**config.mk**
```make
export PLATFORM = sky130hd
export DESIGN_NAME = instr_mem_loader
export DESIGN_NICKNAME = d
export VERILOG_FILES = /design/src/rtl/instr_mem_loader.sv
export SDC_FILE = /design/constraint.sdc
export NUM_CORES = 1
export LEC_CHECK = 0
export ABC_AREA = 1
export CORE_UTILIZATION = 35
export CTS_BUF_LIST = sky130_fd_sc_hd__clkbuf_8
export CTS_CLUSTER_DIAMETER = 30
export CTS_CLUSTER_SIZE = 16
export DETAILED_ROUTE_END_ITERATION = 12
export SETUP_SLACK_MARGIN = 0.5
export SYNTH_ARGS = -nofsm -noshare
export SYNTH_HDL_FRONTEND = slang
export SYNTH_SLANG_ARGS = --single-unit
```
**constraint.sdc**
```tcl
create_clock -name i_clk -period 2.1 [get_ports i_clk]
set_clock_uncertainty 0.05 [all_clocks]
set_input_delay 0.315 -clock i_clk [delete_from_list [all_inputs] [get_ports i_clk]]
set_output_delay 0.315 -clock i_clk [all_outputs]
set_load 0.05 [all_outputs]
```
**src/rtl/instr_mem_loader.sv**
```systemverilog
// Boot-time program loader: assembles a little-endian byte stream into 32-bit words,
// writes them to instruction memory and holds the core in reset until the program is in place.
module instr_mem_loader #(
  parameter int unsigned DEPTH = 1024
) (
  input  logic        i_clk,
  input  logic        i_rst,
  input  logic [7:0]  i_in_data,
  input  logic        i_in_valid,
  output logic        o_in_ready,
  input  logic        i_reload,
  output logic        o_mem_we,
  output logic [31:0] o_mem_addr,
  output logic [31:0] o_mem_wd,
  output logic        o_core_rst,
  output logic        o_done,
  output logic        o_err
);

  typedef enum logic [1:0] {
    S_HDR  = 2'd0,
    S_LOAD = 2'd1,
    S_DONE = 2'd2,
    S_ERR  = 2'd3
  } state_t;

  localparam logic [31:0] DEPTH_W = 32'(DEPTH);

  state_t      r_state;
  logic [1:0]  r_lane;
  logic [23:0] r_asm;
  logic [31:0] r_n;
  logic [31:0] r_k;
  logic        r_mem_we;
  logic [31:0] r_mem_addr;
  logic [31:0] r_mem_wd;
  logic        r_in_ready;
  logic        r_core_rst;
  logic        r_done;
  logic        r_err;

  state_t      w_state_nxt;
  logic [1:0]  w_lane_nxt;
  logic [23:0] w_asm_nxt;
  logic [31:0] w_n_nxt;
  logic [31:0] w_k_nxt;
  logic        w_we_nxt;
  logic [31:0] w_addr_nxt;
  logic [31:0] w_wd_nxt;
  logic        w_accept;
  logic [31:0] w_word;
  logic        w_done_nxt;

  // Lane 3 is never stored: the word completes combinationally with the incoming byte.
  assign w_accept = i_in_valid & r_in_ready;
  assign w_word   = {i_in_data, r_asm};

  // Next-state and next-value logic for the loader FSM and its datapath.
  always_comb begin
    w_state_nxt = r_state;
    w_lane_nxt  = r_lane;
    w_asm_nxt   = r_asm;
    w_n_nxt     = r_n;
    w_k_nxt     = r_k;
    w_we_nxt    = 1'b0;
    w_addr_nxt  = r_mem_addr;
    w_wd_nxt    = r_mem_wd;
    case (r_state)
      S_HDR, S_LOAD: begin
        if (w_accept) begin
          w_lane_nxt = r_lane + 2'd1;
          case (r_lane)
            2'd0:    w_asm_nxt[7:0]   = i_in_data;
            2'd1:    w_asm_nxt[15:8]  = i_in_data;
            2'd2:    w_asm_nxt[23:16] = i_in_data;
            default: w_asm_nxt        = r_asm;
          endcase
          if (r_lane == 2'd3) begin
            if (r_state == S_HDR) begin
              w_n_nxt = w_word;
              w_k_nxt = 32'd0;
              if (w_word == 32'd0) begin
                w_state_nxt = S_DONE;
              end else if (w_word > DEPTH_W) begin
                w_state_nxt = S_ERR;
              end else begin
                w_state_nxt = S_LOAD;
              end
            end else begin
              w_we_nxt   = 1'b1;
              w_addr_nxt = r_k << 2;
              w_wd_nxt   = w_word;
              w_k_nxt    = r_k + 32'd1;
              if (r_k == r_n - 32'd1) begin
                w_state_nxt = S_DONE;
              end else begin
                w_state_nxt = S_LOAD;
              end
            end
          end else begin
            w_state_nxt = r_state;
          end
        end else begin
          w_state_nxt = r_state;
        end
      end
      S_DONE, S_ERR: begin
        if (i_reload) begin
          w_state_nxt = S_HDR;
          w_lane_nxt  = 2'd0;
          w_k_nxt     = 32'd0;
        end else begin
          w_state_nxt = r_state;
        end
      end
      default: w_state_nxt = S_HDR;
    endcase
  end

  // The core is released only once the final write pulse has been issued.
  assign w_done_nxt = (w_state_nxt == S_DONE) && !w_we_nxt;

  // State, datapath and registered outputs; reset overrides everything including a pending write.
  always_ff @(posedge i_clk) begin
    if (i_rst) begin
      r_state    <= S_HDR;
      r_lane     <= 2'd0;
      r_asm      <= 24'd0;
      r_n        <= 32'd0;
      r_k        <= 32'd0;
      r_mem_we   <= 1'b0;
      r_mem_addr <= 32'd0;
      r_mem_wd   <= 32'd0;
      r_in_ready <= 1'b1;
      r_core_rst <= 1'b1;
      r_done     <= 1'b0;
      r_err      <= 1'b0;
    end else begin
      r_state    <= w_state_nxt;
      r_lane     <= w_lane_nxt;
      r_asm      <= w_asm_nxt;
      r_n        <= w_n_nxt;
      r_k        <= w_k_nxt;
      r_mem_we   <= w_we_nxt;
      r_mem_addr <= w_addr_nxt;
      r_mem_wd   <= w_wd_nxt;
      r_in_ready <= (w_state_nxt == S_HDR) || (w_state_nxt == S_LOAD);
      r_core_rst <= !w_done_nxt;
      r_done     <= w_done_nxt;
      r_err      <= (w_state_nxt == S_ERR);
    end
  end

  assign o_in_ready = r_in_ready;
  assign o_mem_we   = r_mem_we;
  assign o_mem_addr = r_mem_addr;
  assign o_mem_wd   = r_mem_wd;
  assign o_core_rst = r_core_rst;
  assign o_done     = r_done;
  assign o_err      = r_err;

endmodule

```
==> qor.tcl, run 1 <==
set qor(outcome) {finished with violations}
set qor(violations_in_the_final_reports) {negative setup slack}
set qor(placeableCoreArea_sq_um) 21200
set qor(sw_frac_of_total_pct) 31.6
set qor(placed_cells) 1473
set qor(synth_area_leader_cell) {sky130_fd_sc_hd__dfxtp_1}
set qor(internal_power_mw) 4.28
set qor(path_class) {reg -> reg}
set qor(grt_pass1_wl_mm) 40.7
set qor(max_freq_mhz) 423
set qor(synth_area_sq_um) 7590
set qor(async_reset_ff_share_pct) 0
set qor(synth_edf_count) 0
set qor(seq_area_frac_synth_pct) 41.9
set qor(cts-hold-fix-buffers) 0
set qor(mostFrequentLayoutCell) {sky130_fd_sc_hd__nand2_1}
set qor(multi_input_comb_area_sq_um) 5010
set qor(cts.htree.levels) 4
set qor(yosysUniqueCellTypes) 44
set qor(grt_max_degree) 54
set qor(layout.cells.most_common_list) {130 x sky130_fd_sc_hd__nand2_1, 129 x sky130_fd_sc_hd__dfxtp_1, 122 x sky130_fd_sc_hd__buf_4}
set qor(finish.net_count) 1337
set qor(worstHoldPathType) {reg -> reg}
set qor(grt-ovfl-total) 0
set qor(yosys-top-cells-area) {sky130_fd_sc_hd__dfxtp_1 42%, sky130_fd_sc_hd__a21oi_1 8.9%, sky130_fd_sc_hd__o21ai_0 8.8%}
set qor(final_antenna_net_count) 0
set qor(fp.dieArea_sq_um) 22300
set qor(stdcell_count) 1607
set qor(synth_top_flop_cell) {sky130_fd_sc_hd__dfxtp_1}
set qor(drc) 0
set qor(via_per_inst) 5.25
set qor(timing.final.max_slew_violations) 0
set qor(syn_to_final_growth_pct) 63.7
set qor(drt-pass1-iter-count) 6
set qor(ff_latch_area_sq_um) 3240
set qor(pwr_density_cell_nw_per_um2) 504
set qor(ctsLongestPathBuffers) 2
set qor(die-height_um) 149
set qor(gp_congestion) 0.897
set qor(boundaryPins) 81
set qor(layout_worst_path_cycle_share_pct) 113
set qor(skew_pair_late_insertion_delay_ns) 0.49
set qor(clock_network_power_share_pct) 35.0
set qor(setup_ws_ns) -0.265
set qor(tritoncts_clock_tree) {done}
set qor(final-hold-violation-count) 0
set qor(final_layout_size_suffix_gt1_share_pct) 47.1
set qor(netlist_instances) 1058
set qor(cts.clk_slew.worst_paths_ns) 0.10
set qor(p_leak_nw) 5.45
set qor(avgSynthCellArea_sq_um) 7.17
set qor(yosysTopAreaCellShare_pct) 41.9
set qor(finalSetupViolCount) 6
set qor(start_kind) {flip-flop}
set qor(number_of_global_route_vias_before_repair) 7751
set qor(grt.total_usage_pct) 23.7
set qor(avgRoutedWirePerCell_um) 17.4
set qor(clock_buffer_count_from_cts) 17
set qor(floorplan.initialDensity_pct) 35.9
set qor(root_buffer) {sky130_fd_sc_hd__clkbuf_8}
set qor(synth-warning-count) 0
set qor(buffers_added_on_ports) 78
set qor(dpl.hpwl_mm) 16.2
set qor(ys_seq_elements) 159
set qor(detail_route.iter0.violations) 683
set qor(max-cap-violations) 0
set qor(end_kind) {flip-flop}
set qor(period_needed_ns) 2.36
set qor(antenna-diode-count) 0
set qor(cts_sinks) 159
set qor(rsz_0062_raised_after_global_routing) {true}
set qor(initial_antenna_violation_count) 0
set qor(total_via_count_in_the_routed_design) 8443
set qor(die_width_um) 149
set qor(share_comb_of_total_power_pct) 15.5
set qor(final_util_pct) 58.7
set qor(path_max_fanout) 4
set qor(seqPwrFrac_pct) 49.5
set qor(cp.required_ns) 2.44
set qor(irDropWorstVdd_v) 0.000436
set qor(cp_data_arrival_time_ns) 2.71
set qor(finalWirelength_mm) 27.9
set qor(placement_rows) 53
set qor(layout.filler_cells) 1737
set qor(p_switching_mw) 1.97
-- state kept, by name, summed over array words and instances, names as in the netlist, 2 cells and up --
| name | flops |
|---|---|
| o_mem_addr | 30 |
| r_lane | 2 |
| o_mem_wd | 32 |
| r_asm | 24 |
| r_n | 32 |
| r_k | 32 |
| r_state | 2 |
-- per-layer routing --
layer  global-route usage (%)  share of wire (%)  vias to the layer above
met1                     31.0                 45                     4080
met5                        0                  0                        -
met3                     4.28                4.9                       72
met2                     38.7                 47                      259
li1                         -                  -                     4032
met4                     8.98                3.1                        0
-- cell usage after synthesis (2+ instances only) --
cell and number:
sky130_fd_sc_hd__nor2_2 12, sky130_fd_sc_hd__nor4_1 6, sky130_fd_sc_hd__or2_2 2, sky130_fd_sc_hd__o21ai_0 133
sky130_fd_sc_hd__o21bai_1 4, sky130_fd_sc_hd__a211oi_1 7, sky130_fd_sc_hd__buf_2 10, sky130_fd_sc_hd__ha_1 6
sky130_fd_sc_hd__nor3_4 2, sky130_fd_sc_hd__nor3_1 16, sky130_fd_sc_hd__nand3_1 40, sky130_fd_sc_hd__clkbuf_1 27
sky130_fd_sc_hd__clkinv_1 3, sky130_fd_sc_hd__nand4_1 15, sky130_fd_sc_hd__inv_2 5, sky130_fd_sc_hd__xor2_1 16
sky130_fd_sc_hd__o21a_1 2, sky130_fd_sc_hd__xnor2_1 15, sky130_fd_sc_hd__nand3_2 2, sky130_fd_sc_hd__nor2_8 2
sky130_fd_sc_hd__nand2_2 6, sky130_fd_sc_hd__a21oi_1 135, sky130_fd_sc_hd__nand2_1 163, sky130_fd_sc_hd__nand2_4 2
sky130_fd_sc_hd__nor2_4 5, sky130_fd_sc_hd__nand3b_1 6, sky130_fd_sc_hd__inv_1 118, sky130_fd_sc_hd__nor2_1 117
sky130_fd_sc_hd__o21ai_1 5, sky130_fd_sc_hd__buf_4 4, sky130_fd_sc_hd__dfxtp_1 159
-- final timing paths --
| check | from | end | slack [ns] | cells after the start |
|---|---|---|---|---|
| max | r_n[0]$_SDFFE_PP0P_ | o_core_rst$_SDFF_PP1_ | -0.26 | 16 |
| min | o_mem_addr[28]$_SDFFE_PP0P_ | o_mem_addr[28]$_SDFFE_PP0P_ | 0.44 | 2 |
| max reg2reg | r_n[0]$_SDFFE_PP0P_ | o_core_rst$_SDFF_PP1_ | -0.26 | 16 |
| min reg2reg | o_mem_addr[28]$_SDFFE_PP0P_ | o_mem_addr[28]$_SDFFE_PP0P_ | 0.44 | 2 |
-- final cells by class --
cell class / count / area share [%]
clock buffers: 17 / 1.88
flip-flops and latches: 159 / 26.1
repair buffers: 281 / 23.4
inverters: 126 / 4.25
repair inverters: 2 / 0.262
multi-input cells: 732 / 40.3
well taps: 275 / 2.77
clock inverters: 15 / 1.01
-- worst max-delay path, cell delays in order (launching register included) --
cell,delay (ns)
sky130_fd_sc_hd__dfxtp_2,0.35
sky130_fd_sc_hd__inv_4,0.08
sky130_fd_sc_hd__ha_4,0.16
sky130_fd_sc_hd__nand3_4,0.17
sky130_fd_sc_hd__buf_4,0.19
sky130_fd_sc_hd__buf_4,0.13
sky130_fd_sc_hd__xor2_1,0.15
sky130_fd_sc_hd__nor2_1,0.16
sky130_fd_sc_hd__nand3_1,0.12
sky130_fd_sc_hd__nor2_2,0.13
sky130_fd_sc_hd__nand3_2,0.13
sky130_fd_sc_hd__nand2_2,0.11
sky130_fd_sc_hd__nand2_2,0.07
sky130_fd_sc_hd__nand2_4,0.09
sky130_fd_sc_hd__nand2_4,0.06
sky130_fd_sc_hd__nor2_2,0.07
sky130_fd_sc_hd__nand2_1,0.05
-- power groups by stage --
stage / sequential, mW / clock (mW) / combinational, mW
global route: 3.10 / 2.34 / 1.06
finish: 3.10 / 2.19 / 0.967
global placement: 3.17 / 0 / 0.790
CTS: 3.09 / 2.20 / 0.870
floorplan: 3.16 / 0 / 0.534
detailed placement: 3.17 / 0 / 0.797
-- timing repair --
action | CTS | global route
pin swaps | 82 | 84
cloned | 19 | 6
setup endpoints to repair | 200 | 191
resized for setup | 445 | 307
buffers inserted | 54 | 23
-- logic make-up (layout without fill, tap and decap cells) --
group,Yosys count,count (layout),synth area share (%)
other cells,1,2,0.0494
buf+inv,169,441,8.82
flops,159,159,41.9
compound gates,290,290,19.8
xor+xnor,31,31,3.58
simple gates,402,403,24.8
fa+ha+maj,6,6,0.989
-- metrics by stage --
step	hold WS (ns)	setup TNS (ns)	power [mW]	setup WS (ns)	instance area [sq um]
floorplan	0.397	0	3.69	0.212	7820
global placement	0.410	-5.57	3.96	-0.211	9560
detailed placement	0.411	-6.49	3.97	-0.229	9560
CTS	0.432	-0.183	6.16	-0.0822	11600
global route	0.462	-1.83	6.50	-0.371	12400
finish	0.442	-1.24	6.26	-0.265	12400
Power figures use the tool's default switching activity.
==> run 2, diff against run 1 <==
CORE_UTILIZATION = 37   (was 35)
==> run 2 against run 1 <==
Net effect: the flow still finishes with violations (negative setup slack); first-iteration DRC count down 5.1%; largest power group unchanged; worst hold slack worse by 0.020 ns; routed wire length down 12%; sequential cell count unchanged; clock-buffer cell count unchanged; clock power up 11%; register-to-register slack better by 0.17 ns; final area down 7.4%; die area down 5.3%; via count down 6.7%; sequential power about the same.
==> qor.tcl, run 2 (synthesis results as in run 1) <==
set qor(outcome) {finished with violations}
set qor(violations_in_the_final_reports) {negative setup slack}
set qor(slowest_stage) {sky130_fd_sc_hd__dfxtp_2}
set qor(min_delay_worst_endpoint) {o_mem_addr[28]$_SDFFE_PP0P_}
set qor(final_antenna_net_count) 0 ;# unchanged
set qor(tritoncts_clock_tree) {done}
set qor(global_route.usage.met1_pct) 30.1 ;# -0.98 points
set qor(number_of_global_route_vias_before_repair) 7565 ;# -2.4%
set qor(worst_hold_startpoint) {o_mem_addr[28]$_SDFFE_PP0P_}
set qor(start_kind) {flip-flop}
set qor(grt_max_degree) 80 ;# +48%
set qor(max-cap-violations) 0 ;# unchanged
set qor(grt_pass1_wl_mm) 39.2 ;# -3.8%
set qor(timing.final.max_slew_violations) 0 ;# unchanged
set qor(critical_path.n_buffers_inverters) 3 ;# unchanged
set qor(ff_latch_area_sq_um) 3240 ;# -0.12%
set qor(cts_sinks) 159 ;# unchanged
set qor(final_layout_size_suffix_gt1_share_pct) 36.3 ;# -11 points
set qor(drc) 0 ;# unchanged
set qor(final-hold-violation-count) 0 ;# unchanged
set qor(cts-hold-fix-buffers) 0 ;# unchanged
set qor(cts.clk_slew.worst_paths_ns) 0.10 ;# about the same
set qor(max_freq_mhz) 456 ;# +7.8%
set qor(clock_buffer_count_from_cts) 17 ;# unchanged
set qor(cp.required_ns) 2.44 ;# about the same
set qor(regToRegSetupSlack_ns) -0.09 ;# +0.17 ns
set qor(die_width_um) 145 ;# -2.7%
set qor(grt_use_met2_pct) 39.7 ;# +0.94 points
set qor(dpl.hpwl_mm) 16.6 ;# +2.0%
set qor(floorplan.initialDensity_pct) 37.6 ;# +1.8 points
set qor(buffers_added_on_ports) 78 ;# unchanged
set qor(worstHoldPathCells) 2 ;# unchanged
set qor(cp_slowest_stage_delay_ns) 0.34 ;# about the same
set qor(setup_ws_ns) -0.0929 ;# +0.172 ns
set qor(antenna-diode-count) 0 ;# unchanged
set qor(layout.cells.most_common_list) {134 x sky130_fd_sc_hd__nand2_1, 132 x sky130_fd_sc_hd__dfxtp_1, 127 x sky130_fd_sc_hd__a21oi_1}
set qor(mostFrequentLayoutCell) {sky130_fd_sc_hd__nand2_1}
set qor(cp_cell_sequence) {inv_4 > ha_4 > nand3_4 > buf_4 > buf_4 > xor2_1 > nor2_1 > nand3_1 > nor2_1 > nand3_2 > nand2_2 > nand2_2 > nand2_4 > nand2_4 > nor2_2 > nand2_1}
set qor(boundaryPins) 81 ;# unchanged
set qor(finish.net_count) 1309 ;# -2.1%
set qor(rsz_0062_raised_after_global_routing) {true}
set qor(fp.dieArea_sq_um) 21100 ;# -5.3%
set qor(report.power.total_mw) 6.47 ;# +3.4%
set qor(placeableCoreArea_sq_um) 20200 ;# -4.7%
set qor(skew_pair_late_insertion_delay_ns) 0.48 ;# about the same
set qor(cp_data_arrival_time_ns) 2.53 ;# -0.18 ns
set qor(crit_family) {simple AND/OR/NAND/NOR gates}
set qor(worstHoldPathType) {reg -> reg}
set qor(finalWirelength_mm) 24.6 ;# -12%
set qor(rr_worst_depth) 16 ;# unchanged
set qor(pwr_density_cell_nw_per_um2) 563 ;# +12%
set qor(layout.filler_cells) 1821 ;# +4.8%
set qor(p_leak_nw) 5.05 ;# -7.5%
set qor(finalSetupViolCount) 4 ;# -2
set qor(crit-reg2reg-launch) {r_n[0]$_SDFFE_PP0P_}
set qor(drt-pass1-iter-count) 5 ;# -1
set qor(path_class) {reg -> reg}
set qor(gp_congestion) 0.881 ;# -1.8%
set qor(initial_antenna_violation_count) 0 ;# unchanged
set qor(grt-ovfl-total) 0 ;# unchanged
set qor(via_per_inst) 5.00 ;# -4.8%
set qor(detail_route.iter0.violations) 648 ;# -5.1%
set qor(busiest_layer) {met2}
set qor(placement_rows) 52 ;# -1.9%
set qor(irDropWorstVdd_v) 0.000394 ;# -9.7%
set qor(ctsLongestPathBuffers) 2 ;# unchanged
set qor(avgRoutedWirePerCell_um) 15.6 ;# -10%
set qor(root_buffer) {sky130_fd_sc_hd__clkbuf_8}
set qor(multi_input_comb_area_sq_um) 4390 ;# -12%
set qor(path_max_fanout) 4 ;# unchanged
set qor(gr-usage-met3_pct) 4.43 ;# +0.15 points
set qor(final_util_pct) 57.0 ;# -1.7 points
set qor(cts.htree.levels) 4 ;# unchanged
set qor(rr_endpoint) {o_core_rst$_SDFF_PP1_}
set qor(layout_worst_path_cycle_share_pct) 104 ;# -8.2 points
set qor(die-height_um) 145 ;# -2.7%
set qor(grt.total_usage_pct) 23.5 ;# -0.28 points
set qor(period_needed_ns) 2.19 ;# -0.172 ns
set qor(end_kind) {flip-flop}
set qor(total_via_count_in_the_routed_design) 7876 ;# -6.7%
set qor(syn_to_final_growth_pct) 51.5
## run 2: power by group
group          switching, mW  internal [mW]
clock network           1.25           1.19
logic                  0.542          0.393
registers             0.0411           3.05
total                   1.83           4.64
## run 2: per-stage QoR
stage	std cells	setup WS [ns]	setup TNS (ns)	hold WS (ns)	instance area, sq um
after floorplan	1059	0.212	0	0.397	7820
after global routing	1574	-0.238	-1.11	0.445	11500
after CTS	1557	-0.0721	-0.194	0.428	11200
after global placement	1467	-0.283	-9.16	0.408	9520
after detailed placement	1467	-0.285	-9.83	0.404	9520
final	1574	-0.0929	-0.289	0.422	11500
## run 2: how the worst max path moves through the flow
stage	from	endpoint	slack, ns	cells after the start
after floorplan	o_in_ready$_SDFF_PP1_	r_k[20]$_SDFFE_PP0P_	0.21	13
after global placement	r_n[12]$_SDFFE_PP0P_	o_core_rst$_SDFF_PP1_	-0.28	18
after detailed placement	r_n[12]$_SDFFE_PP0P_	o_core_rst$_SDFF_PP1_	-0.29	18
after CTS	r_n[0]$_SDFFE_PP0P_	o_core_rst$_SDFF_PP1_	-0.07	19
after global routing	r_n[0]$_SDFFE_PP0P_	o_core_rst$_SDFF_PP1_	-0.24	17
final	r_n[0]$_SDFFE_PP0P_	o_core_rst$_SDFF_PP1_	-0.09	16
## run 2: cell type report
cell class	instances	area share, %
Tap cell	270	2.94
Clock inverter	15	1.61
Inverter	126	4.39
Clock buffer	17	2.04
Timing Repair Buffer	254	22.5
Timing Repair inverter	1	0.141
Sequential cell	159	28.2
Multi-Input combinational cell	732	38.2
## run 2: layer usage
metal,wire [um],vias up
li1,-,3944
met1,11100,3709
met2,12000,186
met3,1080,37
met4,423,0
met5,0,-
## run 2: repair_timing
action	CTS	global route
pin swaps	61	36
setup buffers	49	16
cloned	9	1
resized for setup	387	47
endpoints found under the setup margin	199	187
## run 2: tightest hold or removal path: stages, from the launching register on
cell and delay [ns]:
sky130_fd_sc_hd__dfxtp_1 0.32, sky130_fd_sc_hd__nand2_1 0.06, sky130_fd_sc_hd__a21oi_1 0.05
==> run 3, diff against run 2 <==
SKIP_CTS_REPAIR_TIMING = 1   (was unset)
SLEW_MARGIN = 20   (was unset)
clock period = 2.7 ns   (was 2.1 ns; I/O delays follow)
==> run 3 against run 2 <==
Net effect: the flow now finishes without violations; largest cell class unchanged; critical endpoint unchanged; critical path depth did not move; global-route usage down 3.4 points; routed wire length fell by 14%; highest routed layer unchanged; clock power is 30% lower; clock-buffer cell count increased by 2.
==> qor.tcl, run 3 (synthesis results as in run 1) <==
set qor(total_via_count_in_the_routed_design) 7069 ;# -10%
set qor(grt-ovfl-total) 0 ;# unchanged
set qor(initial_antenna_violation_count) 0 ;# unchanged
set qor(path_class) {reg -> reg}
set qor(placed_cells) 1386 ;# -5.5%
set qor(layout.cells.most_common_list) {150 x sky130_fd_sc_hd__nand2_1, 141 x sky130_fd_sc_hd__dfxtp_1, 135 x sky130_fd_sc_hd__a21oi_1}
set qor(cp_slowest_stage_delay_ns) 0.34 ;# about the same
set qor(crit-reg2reg-launch) {r_n[0]$_SDFFE_PP0P_}
set qor(cts.htree.levels) 4 ;# unchanged
set qor(layout_worst_path_cycle_share_pct) 81.9 ;# -22 points
set qor(grt.total_usage_pct) 20.0 ;# -3.4 points
set qor(worstHoldPathCells) 2 ;# unchanged
set qor(slowest_stage) {sky130_fd_sc_hd__dfxtp_2}
set qor(tritoncts_clock_tree) {done}
set qor(buffers_added_on_ports) 78 ;# unchanged
set qor(totalNegativeSetupSlack_ns) 0 ;# +0.289 ns
set qor(ctsLongestPathBuffers) 2 ;# unchanged
set qor(final_util_pct) 46.8 ;# -10 points
set qor(dpl.hpwl_mm) 15.3 ;# -7.5%
set qor(end_kind) {flip-flop}
set qor(max_slew.worst_pin.slew_ns) 0.700
set qor(skew_pair_late_insertion_delay_ns) 0.46 ;# -0.02 ns
set qor(rsz_0062_raised_after_global_routing) {true}
set qor(p_leak_nw) 3.99 ;# -21%
set qor(die-height_um) 145 ;# unchanged
set qor(placement_rows) 52 ;# unchanged
set qor(rr_worst_depth) 16 ;# unchanged
set qor(path_max_fanout) 5 ;# +1
set qor(regToRegSetupSlack_ns) 0.49 ;# +0.58 ns
set qor(cp_cell_sequence) {inv_4 > ha_4 > nand3_4 > nor2_4 > xor2_1 > inv_1 > nor2_1 > nand3_2 > nor2_2 > nand3_2 > nand2_2 > nand2_2 > nand2_4 > nand2_4 > nor2_2 > nand2_1}
set qor(final_antenna_net_count) 0 ;# unchanged
set qor(cp.required_ns) 3.02 ;# +0.58 ns
set qor(gp_congestion) 0.871 ;# -1.1%
set qor(timing.final.max_slew_violations) 0 ;# unchanged
set qor(detail_route.iter0.violations) 558 ;# -14%
set qor(fp.dieArea_sq_um) 21100 ;# unchanged
set qor(pwr_density_cell_nw_per_um2) 502 ;# -11%
set qor(worstHoldPathType) {reg -> reg}
set qor(boundaryPins) 81 ;# unchanged
set qor(final-hold-violation-count) 0 ;# unchanged
set qor(slew_limit_headroom_pct) 52.9
set qor(outcome) {finished clean}
set qor(cts.clk_slew.worst_paths_ns) 0.09 ;# about the same
set qor(final_layout_size_suffix_gt1_share_pct) 14.4 ;# -22 points
set qor(syn_to_final_growth_pct) 24.3
set qor(period_needed_ns) 2.21 ;# +0.0195 ns
set qor(floorplan.initialDensity_pct) 37.6 ;# unchanged
set qor(layout.filler_cells) 2021 ;# +11%
set qor(mostFrequentLayoutCell) {sky130_fd_sc_hd__nand2_1}
set qor(cp_data_arrival_time_ns) 2.53 ;# about the same
set qor(antenna-diode-count) 0 ;# unchanged
set qor(worst_hold_startpoint) {o_mem_addr[28]$_SDFFE_PP0P_}
set qor(die_width_um) 145 ;# unchanged
set qor(avgRoutedWirePerCell_um) 14.9 ;# -4.9%
set qor(placeableCoreArea_sq_um) 20200 ;# unchanged
set qor(finalWirelength_mm) 21.2 ;# -14%
set qor(clock_buffer_count_from_cts) 17 ;# unchanged
set qor(stdcell_count) 1428 ;# -9.3%
set qor(root_buffer) {sky130_fd_sc_hd__clkbuf_8}
set qor(min_delay_worst_endpoint) {o_mem_addr[28]$_SDFFE_PP0P_}
set qor(rr_endpoint) {o_core_rst$_SDFF_PP1_}
set qor(drt-pass1-iter-count) 5 ;# unchanged
set qor(finalSetupViolCount) 0 ;# -4
set qor(start_kind) {flip-flop}
set qor(finish.net_count) 1163 ;# -11%
set qor(number_of_global_route_vias_before_repair) 6384 ;# -16%
set qor(max_freq_mhz) 452 ;# -0.88%
set qor(cts_sinks) 159 ;# unchanged
set qor(via_per_inst) 4.95 ;# -1.1%
set qor(max-cap-violations) 0 ;# unchanged
set qor(drc) 0 ;# unchanged
set qor(grt_pass1_wl_mm) 33.6 ;# -14%
set qor(grt_max_degree) 62 ;# -23%
set qor(irDropWorstVdd_v) 0.000310 ;# -21%
==> run 3: cell count changes in the layout (fill, tap and decap cells not counted), moves of 10 or more <==
cell	change
sky130_fd_sc_hd__buf_4	-100
sky130_fd_sc_hd__buf_6	-25
sky130_fd_sc_hd__clkdlybuf4s15_2	-63
sky130_fd_sc_hd__clkdlybuf4s50_1	+67
sky130_fd_sc_hd__inv_1	+10
sky130_fd_sc_hd__nand2_1	+16
sky130_fd_sc_hd__nand2_2	-11
sky130_fd_sc_hd__nand3_1	+10
sky130_fd_sc_hd__nor2_1	+16
sky130_fd_sc_hd__nor2_4	-14
sky130_fd_sc_hd__o21ai_0	+13
==> run 3: area by class of cell <==
cell class	count	area, sq um	area share [%]
timing repair buffer	109	1080	11.4
clock inverter	13	114	1.21
clock buffer	19	262	2.77
sequential	159	3210	34.0
tap	270	338	3.58
inverter	126	478	5.07
multi-input combinational	732	3960	41.9
==> run 3: layer usage <==
metal | part of all wire [%] | global-route usage, %
met5 | 0 | 0
met4 | 1.5 | 6.16
met3 | 4.4 | 3.49
met2 | 46 | 32.5
met1 | 48 | 27.0
==> run 3: critical path, delay by kind of cell (launching register included) <==
kind | cells | cell delay (ns)
and+or+nand+nor | 12 | 1.27
DFF | 1 | 0.34
adders and majority gates | 1 | 0.16
xor gates and xnor gates | 1 | 0.16
buffers and inverters | 2 | 0.14
==> run 3: how the worst max path moves through the flow <==
stage	startpoint	to	slack, ns	cells past startpoint
after floorplan	o_in_ready$_SDFF_PP1_	r_k[20]$_SDFFE_PP0P_	0.68	13
after global placement	i_in_valid	r_k[20]$_SDFFE_PP0P_	0.19	14
after detailed placement	i_in_valid	r_k[23]$_SDFFE_PP0P_	0.16	14
after CTS	r_n[0]$_SDFFE_PP0P_	o_core_rst$_SDFF_PP1_	0.19	19
after global routing	r_n[1]$_SDFFE_PP0P_	o_core_rst$_SDFF_PP1_	0.36	17
final	r_n[0]$_SDFFE_PP0P_	o_core_rst$_SDFF_PP1_	0.49	16
==> run 3: through the flow <==
step	setup WS, ns	hold slack (ns)	instance area, sq um	total power, mW
2_1_floorplan	0.681	0.409	7590	2.87
3_3_place_gp	0.187	0.412	8740	3.01
3_5_place_dp	0.160	0.410	8740	3.02
4_1_cts	0.190	0.430	9120	4.70
5_1_grt	0.356	0.465	9430	4.95
6_report	0.488	0.423	9430	4.74
==> run 3: where the power goes <==
| group | internal, mW | switching, mW | total [mW] |
|---|---|---|---|
| registers | 2.38 | 0.0319 | 2.41 |
| logic | 0.225 | 0.384 | 0.609 |
| clock network | 0.780 | 0.935 | 1.72 |
| total | 3.39 | 1.35 | 4.74 |
